$ cat src/rtl/store_hash_tracker_pkg.sv
// store_hash_tracker_pkg: shared hash width type and default fold/tracker constants
package store_hash_tracker_pkg;

    localparam int HASH_W_DEF  = 4;
    localparam int ADDR_LO_DEF = 2;
    localparam int ADDR_HI_DEF = 11;
    localparam int DEPTH_DEF   = 4;

    typedef logic [HASH_W_DEF-1:0] hash_t;

endpackage

$ cat src/rtl/store_hash_tracker_if.sv
// store_hash_tracker_if: alloc/release/flush/lookup bundle between a core and the tracker
interface store_hash_tracker_if import store_hash_tracker_pkg::*; #(
    parameter int DEPTH = DEPTH_DEF
);
    localparam int IW = $clog2(DEPTH);

    logic          alloc_valid;
    logic [31:0]   alloc_addr;
    logic          alloc_ready;
    logic [IW-1:0] alloc_id;
    logic          release_valid;
    logic [IW-1:0] release_id;
    logic          flush;
    logic          lookup_valid;
    logic [31:0]   lookup_addr;
    logic          lookup_done;
    logic          lookup_hit;
    logic [DEPTH-1:0] lookup_match;
    logic [IW:0]   occupancy;

    modport master (
        output alloc_valid, alloc_addr, release_valid, release_id, flush, lookup_valid, lookup_addr,
        input  alloc_ready, alloc_id, lookup_done, lookup_hit, lookup_match, occupancy
    );

    modport slave (
        input  alloc_valid, alloc_addr, release_valid, release_id, flush, lookup_valid, lookup_addr,
        output alloc_ready, alloc_id, lookup_done, lookup_hit, lookup_match, occupancy
    );

endinterface

$ cat src/rtl/store_hash_tracker_addr_fold_hash.sv
// addr_fold_hash: XOR-folds an address bit field into a HASH_W-bit hash
module addr_fold_hash import store_hash_tracker_pkg::*; #(
    parameter int HASH_W  = HASH_W_DEF,
    parameter int ADDR_LO = ADDR_LO_DEF,
    parameter int ADDR_HI = ADDR_HI_DEF
) (
    input  logic [31:0]       addr_i,
    output logic [HASH_W-1:0] hash_o
);
    localparam int FW = ADDR_HI - ADDR_LO + 1;
    localparam int NC = (FW + HASH_W - 1) / HASH_W;

    logic [NC*HASH_W-1:0] field;
    logic                 unused_addr;

    assign unused_addr = ^addr_i;

    // zero-pad the field to whole chunks and XOR them together, chunk 0 at ADDR_LO
    always_comb begin
        field = '0;
        field[FW-1:0] = addr_i[ADDR_HI:ADDR_LO];
        hash_o = '0;
        for (int i = 0; i < NC; i++) hash_o = hash_o ^ field[i*HASH_W +: HASH_W];
    end

endmodule

$ cat src/rtl/store_hash_tracker.sv
// store_hash_tracker: tracks in-flight store address hashes and flags possible load conflicts
module store_hash_tracker import store_hash_tracker_pkg::*; #(
    parameter int HASH_W  = HASH_W_DEF,
    parameter int ADDR_LO = ADDR_LO_DEF,
    parameter int ADDR_HI = ADDR_HI_DEF,
    parameter int DEPTH   = DEPTH_DEF
) (
    input logic clk,
    input logic rst,
    store_hash_tracker_if.slave bus
);
    localparam int IW = $clog2(DEPTH);

    logic [DEPTH-1:0]  valid_q, valid_d, match_q, match_d, alloc_mask, rel_mask;
    logic [HASH_W-1:0] hash_q [DEPTH];
    logic [HASH_W-1:0] a_hash, l_hash;
    logic [IW:0]       occ_q, occ_d;
    logic              done_q, hit_q, alloc_acc;
    logic [IW-1:0]     free_id;

    addr_fold_hash #(.HASH_W(HASH_W), .ADDR_LO(ADDR_LO), .ADDR_HI(ADDR_HI)) u_alloc_hash (
        .addr_i(bus.alloc_addr), .hash_o(a_hash)
    );

    addr_fold_hash #(.HASH_W(HASH_W), .ADDR_LO(ADDR_LO), .ADDR_HI(ADDR_HI)) u_lookup_hash (
        .addr_i(bus.lookup_addr), .hash_o(l_hash)
    );

    // lowest-index free entry, scanned downward so the lowest one wins
    always_comb begin
        free_id = '0;
        for (int i = DEPTH - 1; i >= 0; i--) free_id = valid_q[i] ? free_id : IW'(i);
    end

    assign alloc_acc = bus.alloc_valid & bus.alloc_ready & ~bus.flush;

    // next valid set, occupancy and lookup match; selection and match use pre-release state
    always_comb begin
        alloc_mask = alloc_acc ? {{(DEPTH-1){1'b0}}, 1'b1} << free_id : '0;
        rel_mask = bus.release_valid ? {{(DEPTH-1){1'b0}}, 1'b1} << bus.release_id : '0;
        valid_d = bus.flush ? '0 : (valid_q & ~rel_mask) | alloc_mask;
        occ_d = '0;
        for (int i = 0; i < DEPTH; i++) occ_d = occ_d + {{IW{1'b0}}, valid_d[i]};
        for (int i = 0; i < DEPTH; i++)
            match_d[i] = bus.lookup_valid & ((valid_q[i] & (hash_q[i] == l_hash)) | (alloc_mask[i] & (a_hash == l_hash)));
    end

    // control state and registered lookup result, dropped immediately on reset
    always_ff @(posedge clk or negedge rst) begin
        if (!rst) begin
            valid_q <= '0;
            match_q <= '0;
            hit_q   <= 1'b0;
            done_q  <= 1'b0;
            occ_q   <= '0;
        end else begin
            valid_q <= valid_d;
            match_q <= match_d;
            hit_q   <= |match_d;
            done_q  <= bus.lookup_valid;
            occ_q   <= occ_d;
        end
    end

    // hash payload needs no reset: it is only observed through its valid bit
    always_ff @(posedge clk) begin
        if (alloc_acc) hash_q[free_id] <= a_hash;
    end

    assign bus.alloc_ready  = ~&valid_q;
    assign bus.alloc_id     = free_id;
    assign bus.lookup_done  = done_q;
    assign bus.lookup_hit   = hit_q;
    assign bus.lookup_match = match_q;
    assign bus.occupancy    = occ_q;

endmodule

$ cat src/flat_wrapper.sv
// flat-port wrapper written by rule: the top's interface ports become plain ports
module store_hash_tracker_flat import store_hash_tracker_pkg::*;
#(
    parameter int HASH_W  = HASH_W_DEF,
    parameter int ADDR_LO = ADDR_LO_DEF,
    parameter int ADDR_HI = ADDR_HI_DEF,
    parameter int DEPTH   = DEPTH_DEF
)
  (clk, rst, bus_alloc_valid, bus_alloc_addr, bus_release_valid, bus_release_id, bus_flush, bus_lookup_valid, bus_lookup_addr, bus_alloc_ready, bus_alloc_id, bus_lookup_done, bus_lookup_hit, bus_lookup_match, bus_occupancy);
  store_hash_tracker_if #(.DEPTH(DEPTH)) bus_i ();
  input logic clk;
  input logic rst;
  input wire logic [$bits(bus_i.alloc_valid)-1:0] bus_alloc_valid;
  input wire logic [$bits(bus_i.alloc_addr)-1:0] bus_alloc_addr;
  input wire logic [$bits(bus_i.release_valid)-1:0] bus_release_valid;
  input wire logic [$bits(bus_i.release_id)-1:0] bus_release_id;
  input wire logic [$bits(bus_i.flush)-1:0] bus_flush;
  input wire logic [$bits(bus_i.lookup_valid)-1:0] bus_lookup_valid;
  input wire logic [$bits(bus_i.lookup_addr)-1:0] bus_lookup_addr;
  output wire logic [$bits(bus_i.alloc_ready)-1:0] bus_alloc_ready;
  output wire logic [$bits(bus_i.alloc_id)-1:0] bus_alloc_id;
  output wire logic [$bits(bus_i.lookup_done)-1:0] bus_lookup_done;
  output wire logic [$bits(bus_i.lookup_hit)-1:0] bus_lookup_hit;
  output wire logic [$bits(bus_i.lookup_match)-1:0] bus_lookup_match;
  output wire logic [$bits(bus_i.occupancy)-1:0] bus_occupancy;
  assign bus_i.alloc_valid = bus_alloc_valid;
  assign bus_i.alloc_addr = bus_alloc_addr;
  assign bus_i.release_valid = bus_release_valid;
  assign bus_i.release_id = bus_release_id;
  assign bus_i.flush = bus_flush;
  assign bus_i.lookup_valid = bus_lookup_valid;
  assign bus_i.lookup_addr = bus_lookup_addr;
  assign bus_alloc_ready = bus_i.alloc_ready;
  assign bus_alloc_id = bus_i.alloc_id;
  assign bus_lookup_done = bus_i.lookup_done;
  assign bus_lookup_hit = bus_i.lookup_hit;
  assign bus_lookup_match = bus_i.lookup_match;
  assign bus_occupancy = bus_i.occupancy;
  store_hash_tracker #(.HASH_W(HASH_W), .ADDR_LO(ADDR_LO), .ADDR_HI(ADDR_HI), .DEPTH(DEPTH)) u_core (.clk(clk), .rst(rst), .bus(bus_i));
endmodule
$ cat config.mk
export PLATFORM = sky130hd
export DESIGN_NAME = store_hash_tracker_flat
export DESIGN_NICKNAME = d
export VERILOG_FILES = /design/src/rtl/store_hash_tracker_pkg.sv /design/src/rtl/store_hash_tracker_if.sv /design/src/rtl/store_hash_tracker_addr_fold_hash.sv /design/src/rtl/store_hash_tracker.sv /design/src/flat_wrapper.sv
export SDC_FILE = /design/constraint.sdc
export NUM_CORES = 1
export LEC_CHECK = 0
export ABC_AREA = 1
export CORE_MARGIN = 4
export CORE_UTILIZATION = 41
export CTS_BUF_LIST = sky130_fd_sc_hd__clkbuf_2
export DETAILED_ROUTE_END_ITERATION = 10
export PLACE_DENSITY = 0.9
export SYNTH_ARGS = -nofsm -noshare
export SYNTH_HDL_FRONTEND = slang
export SYNTH_HIERARCHICAL = 1
export SYNTH_SLANG_ARGS = --single-unit
$ cat constraint.sdc
create_clock -name clk -period 2.9 [get_ports clk]
set_clock_uncertainty 0.1 [all_clocks]
set_input_delay 0.725 -clock clk [delete_from_list [all_inputs] [get_ports clk]]
set_output_delay 0.725 -clock clk [all_outputs]
set_load 0.02 [all_outputs]
==> results of run 1 <==
worst max-delay path, stage by stage:
cell,delay (ns)
clkdlybuf4s50_1,0.47
inv_1,0.06
nor2_4,0.08
nand2_1,0.07
a21oi_2,0.14
inv_2,0.04
a21oi_1,0.16
inv_1,0.09
fa_1,0.53
inv_1,0.04
ha_1,0.17
ha_1,0.27
cell type report:
cell class | instances | area share [%]
Clock buffer | 7 | 1.57
Clock inverter | 1 | 0.168
Inverter | 53 | 8.93
Multi-Input combinational cell | 132 | 30.2
Sequential cell | 29 | 36.2
Tap cell | 50 | 2.81
Timing Repair Buffer | 47 | 20.2
per-stage QoR:
| stage | std cells | hold WS [ns] | instance area, µm² | power (W) | TNS (ns) |
|---|---|---|---|---|---|
| 5_1_grt | 319 | 0.558 | 2230 | 0.000874 | 0 |
| 6_report | 319 | 0.533 | 2230 | 0.000817 | 0 |
| 3_3_place_gp | 311 | 0.488 | 2190 | 0.000634 | -0.218 |
| 3_5_place_dp | 311 | 0.496 | 2190 | 0.000640 | -0.254 |
| 2_1_floorplan | 216 | 0.329 | 1690 | 0.000560 | 0 |
| 4_1_cts | 319 | 0.537 | 2230 | 0.000824 | 0 |
per-layer routing:
metal / global-route usage (%) / part of all wire (%)
met3: 3.88 / 6.6
met5: 0 / 0
met2: 24.9 / 50
met1: 14.6 / 41
met4: 5.22 / 1.6
synth_stat cells:
library cell / count
xor2_1: 4
a21oi_2: 2
buf_2: 1
nor2_1: 11
nand3_2: 1
nand4_1: 3
o21ai_2: 1
nand2_1: 72
edfxtp_1: 16
nor2_4: 4
and2_1: 1
nor2_2: 1
inv_1: 44
ha_1: 2
o31ai_1: 2
o21ai_1: 2
clkinv_1: 1
o21ai_0: 3
nand3_1: 8
xnor2_1: 4
buf_4: 1
fa_1: 1
dfrtp_1: 13
nand2_2: 2
a21oi_1: 8
inv_2: 8
final timing paths:
check / slack (ns) / endpoint / startpoint / cells after the start
max: 0.19 / u_core/bus.occupancy[1] / bus_alloc_valid / 12
min: 0.53 / u_core/bus.lookup_match[0] / u_core/hash_q[0][3] / 3
max reg2reg: 0.55 / u_core/bus.occupancy[1] / u_core/valid_q[0] / 11
min reg2reg: 0.53 / u_core/bus.lookup_match[0] / u_core/hash_q[0][3] / 3
max in group asynchronous: 1.71 / u_core/bus.lookup_match[1] / rst / 1
min in group asynchronous: 0.63 / u_core/bus.lookup_match[3] / rst / 1
cell usage in the layout (no fill, tap or decap), drive strengths merged:
cell type / Yosys / routed
and2: 1 / 1
a21oi: 10 / 10
inv: 52 / 52
clkinv: 1 / 2
nand4: 3 / 3
edfxtp: 16 / 16
fa: 1 / 1
clkbuf: 0 / 7
xor2: 4 / 4
nand2: 74 / 74
xnor2: 4 / 4
dfrtp: 13 / 13
o21ai: 6 / 6
ha: 2 / 2
clkdlybuf4s50: 0 / 39
nand3: 9 / 9
o31ai: 2 / 2
nor2: 16 / 16
buf: 2 / 8
sequential cells by signal, indices dropped and copies added (netlist names):
name,flops
u_core/hash_q,16
u_core/bus.lookup_match,4
u_core/valid_q,4
u_core/bus.occupancy,3
u_core/bus.lookup_done,1
u_core/bus.lookup_hit,1
kinds of logic after synthesis:
kind of cell / Yosys count
compound gates: 18
buf+inv: 55
xor+xnor: 8
flops: 29
simple gates: 103
fa+ha+maj: 3
power by group through the flow:
stage                     clock network [W]   logic, W  registers, W
after floorplan                           0  0.0000950      0.000465
after global placement                    0   0.000172      0.000462
after detailed placement                  0   0.000178      0.000462
after CTS                          0.000193   0.000178      0.000453
after global routing               0.000221   0.000198      0.000455
final                              0.000186   0.000177      0.000453
==> results_dict.tcl, run 1 <==
set metrics [dict create \
    status "finished, final reports clean" \
    dieHeight_um 72.2 \
    drive_gt1_share_pct 12.6 \
    core_mm2 0.00400 \
    wl_um 3270 \
    p_leak_nw 1.13 \
    cap_violations 0 \
    synthXorXnorAreaFrac_pct 4.15 \
    min_period_ns 2.71 \
    vias 1426 \
    hold_class "reg2reg" \
    preCtsSetupSlack_ns -0.181 \
    yosysUniqueCellTypes 26 \
    multi_input_area_um2 672 \
    synth_largest_area_cell "edfxtp_1" \
    n_antenna_cell 0 \
    post-dp-hpwl_um 2670 \
    avgSynthCellArea_um2 7.82 \
    fmax_mhz 369 \
    slew_headroom_pct 63.6 \
    final-seq-area_um2 806 \
    cts_hold_buffers 0 \
    drv_slew 0 \
    worstSetupEndpointType "register" \
    crit_type "in2reg" \
    switchingPower_w 0.000223 \
    clock_path_buffers 2 \
    ys_warn_count 6 \
    hold_violations 0 \
    sw_frac_of_total_pct 27.3 \
    synthAdderAreaFrac_pct 2.67 \
    first_global_vias 1336 \
    grt_usage_pct 13.6 \
    synth-simple-area-share_pct 26.7 \
    yosys-top-cells-area "edfxtp_1 (28%), dfrtp_1 (19%), nand2_1 (16%), inv_1 (9.8%), nor2_4 (2.7%)" \
    seq_area_frac_synth_pct 47.7 \
    power_frac_clock_pct 22.8 \
    ant_nets 0 \
    rows 23 \
    final_nets 343 \
    cts_resized 0 \
    final_util_pct 55.7 \
    setup_slack_ns 0.190 \
    syn2layout_area_growth_pct 31.9 \
    cts-htree-levels 2 \
    seq_power_share_pct 55.5 \
    clk_latency_ns 0.34 \
    drt-wirelength-per-cell_um 10.3 \
    crit_fanout 2 \
    grt_max_degree 14 \
    synthesis.area_mm2 0.00169 \
    drc 0 \
    fill_cells 354 \
    period_share_pct 93.4 \
    p_int_w 0.000594 \
    place_congestion 0.786 \
    muxShareOfSynthArea_pct 0 \
    grt_overflow 0 \
    vdd_drop_max_mv 0.184 \
    setup_viol 0 \
    clk_pin_slew_ns 0.14 \
    synth_top_family_by_area "simple AND/OR/NAND/NOR gates" \
    port_buffers 39 \
    cts.sinks 29 \
    cts_buffers 5 \
    drt_iter0_markers 70 \
    arrival_ns 2.84 \
    die_w_um 72.2 \
    synthCells 216 \
    synth_top_area_share_pct 28.4 \
    power.density_mw_per_mm2 366 \
    required_ns 3.03 \
    antenna_found_initial 0 \
    start_util_pct 42.2 \
    cts_setup_buffers 0 \
    syn-num-nets 291 \
    grt_pass1_wl_um 5430 \
    worstMarginPinSlew_ns 0.544 \
    dr.pass1.iters 4 \
    cts-root-buf "clkbuf_2" \
    startpoint_type "input pin" \
    post_drt_via_cell_ratio 4.47 \
    rsz0062_at_grt "false" \
    die_area_mm2 0.00521 \
    ios 84 \
    synth_compound_area_share_pct 6.30 \
    ys_ff_latch 29 \
    p_comb_share_pct 21.7 \
    cts_tree "yes" \
]
Power figures use the tool's default switching activity.
==> run 2: changes to the inputs <==
Settings changed: REMOVE_ABC_BUFFERS set to 1.
==> results_dict.tcl, run 2 (synthesis gave the netlist of run 1 again) <==
set metrics [dict create \
    status "finished, final reports clean" \
    period_share_pct 93.9 \
    whs_path_depth 3 \
    final_util_pct 55.6 \
    drv_slew 0 \
    arrival_ns 2.87 \
    rsz0062_at_grt "false" \
    post-dp-hpwl_um 2730 \
    seq_power_share_pct 56.0 \
    worstSetupEndpointType "register" \
    die_w_um 72.2 \
    setup_viol 0 \
    clk_pin_slew_ns 0.13 \
    hold_class "reg2reg" \
    power_w 0.000809 \
    finalInstanceArea_mm2 0.00222 \
    port_buffers 39 \
    power_frac_clock_pct 22.0 \
    rows 23 \
    cts_buffers 5 \
    crit_fanout 2 \
    final_common_cell "nand2_1" \
    ant_nets 0 \
    first_global_vias 1418 \
    crit_type "in2reg" \
    dr.pass1.iters 4 \
    power.density_mw_per_mm2 364 \
    start_util_pct 42.2 \
    fin_tns_setup_ns 0 \
    cts_setup_buffers 0 \
    slew_headroom_pct 63.2 \
    cts_tree "yes" \
    dpl_cell_area_mm2 0.00219 \
    reg2regPathDepth 10 \
    final_nets 343 \
    largest_register "u_core/hash_q" \
    drt_iter0_markers 45 \
    fmax_mhz 367 \
    ios 84 \
    p_leak_nw 1.13 \
    dieHeight_um 72.2 \
    place_congestion 0.812 \
    post_drt_via_cell_ratio 4.43 \
    cts-root-buf "clkbuf_2" \
    fill_cells 368 \
    syn2layout_area_growth_pct 31.6 \
    hold_violations 0 \
    core_mm2 0.00400 \
    largest_reg_flops 16 \
    clock_path_buffers 2 \
    drc 0 \
    grt_max_degree 14 \
    vdd_drop_max_mv 0.172 \
    die_area_mm2 0.00521 \
    cts-htree-levels 2 \
    vias 1410 \
    layout_common_cells "nand2_1 (72), inv_1 (44), clkdlybuf4s50_1 (39)" \
    grt_pass1_wl_um 5690 \
    grt_usage_pct 14.2 \
    sw_frac_of_total_pct 27.6 \
    n_antenna_cell 0 \
    cts_hold_buffers 0 \
    switchingPower_w 0.000224 \
    cts.sinks 29 \
    drive_gt1_share_pct 12.3 \
    p_comb_share_pct 22.0 \
    cts_resized 0 \
    r2r_slack_ns 0.55 \
    worstMarginPinSlew_ns 0.551 \
    min_period_ns 2.72 \
    wl_um 3390 \
    antenna_found_initial 0 \
    grt_overflow 0 \
    drt-wirelength-per-cell_um 10.7 \
    p_int_w 0.000585 \
    clk_latency_ns 0.35 \
    cap_violations 0 \
    required_ns 3.05 \
    startpoint_type "input pin" \
]
[run 2: critical path, cell delays in order]
cell             delay, ns
clkdlybuf4s50_1       0.47
inv_1                 0.07
nor2_4                0.08
nand2_1               0.06
a21oi_2               0.13
inv_2                 0.04
a21oi_1               0.19
inv_1                 0.09
fa_1                  0.53
inv_1                 0.04
ha_1                  0.17
ha_1                  0.26
[run 2: layout make-up]
cell class              instances  area, µm²  share of cell area (%)
clock buffers                   6       30.0                    1.35
clock inverters                 1       3.75                   0.169
inverters                      53        199                    8.95
multi-input cells             132        672                    30.2
flip-flops and latches         29        806                    36.2
well taps                      50       62.6                    2.81
repair buffers                 47        450                    20.3
[run 2: final timing paths]
kind | from | end
setup / recovery | bus_alloc_valid | u_core/bus.occupancy[1]
hold / removal | u_core/hash_q[0][2] | u_core/bus.lookup_match[0]
setup reg to reg | u_core/valid_q[0] | u_core/bus.occupancy[1]
hold reg to reg | u_core/hash_q[0][2] | u_core/bus.lookup_match[0]
max in group asynchronous | rst | u_core/valid_q[0]
min in group asynchronous | rst | u_core/bus.lookup_match[0]
[run 2: power by group through the flow]
stage | Clock [W] | Sequential (W) | Combinational (W)
after floorplan | 0 | 0.000465 | 0.0000917
after global placement | 0 | 0.000462 | 0.000172
after detailed placement | 0 | 0.000462 | 0.000179
after CTS | 0.000185 | 0.000453 | 0.000179
after global routing | 0.000199 | 0.000455 | 0.000199
final | 0.000178 | 0.000453 | 0.000178
[run 2: per-stage QoR]
step	hold slack, ns	worst slack [ns]	std cells
4_1_cts	0.520	0.170	318
5_1_grt	0.554	0.0576	318
6_report	0.528	0.176	318
3_3_place_gp	0.493	-0.157	311
2_1_floorplan	0.329	0.286	214
3_5_place_dp	0.505	-0.211	311
[run 2: routing by layer]
metal / wire, µm / GRT usage (%) / vias to the layer above
met5: 0 / 0 / -
met2: 1700 / 25.3 / 44
li1: - / - / 751
met4: 89 / 8.98 / 0
met1: 1360 / 15.0 / 604
met3: 239 / 3.46 / 11
==> run 3: changes to the inputs <==
Settings changed: CTS_CLUSTER_DIAMETER set to 200.
==> results of run 3 <==
The final DEF is identical to that of run 2; final timing and power are the same.
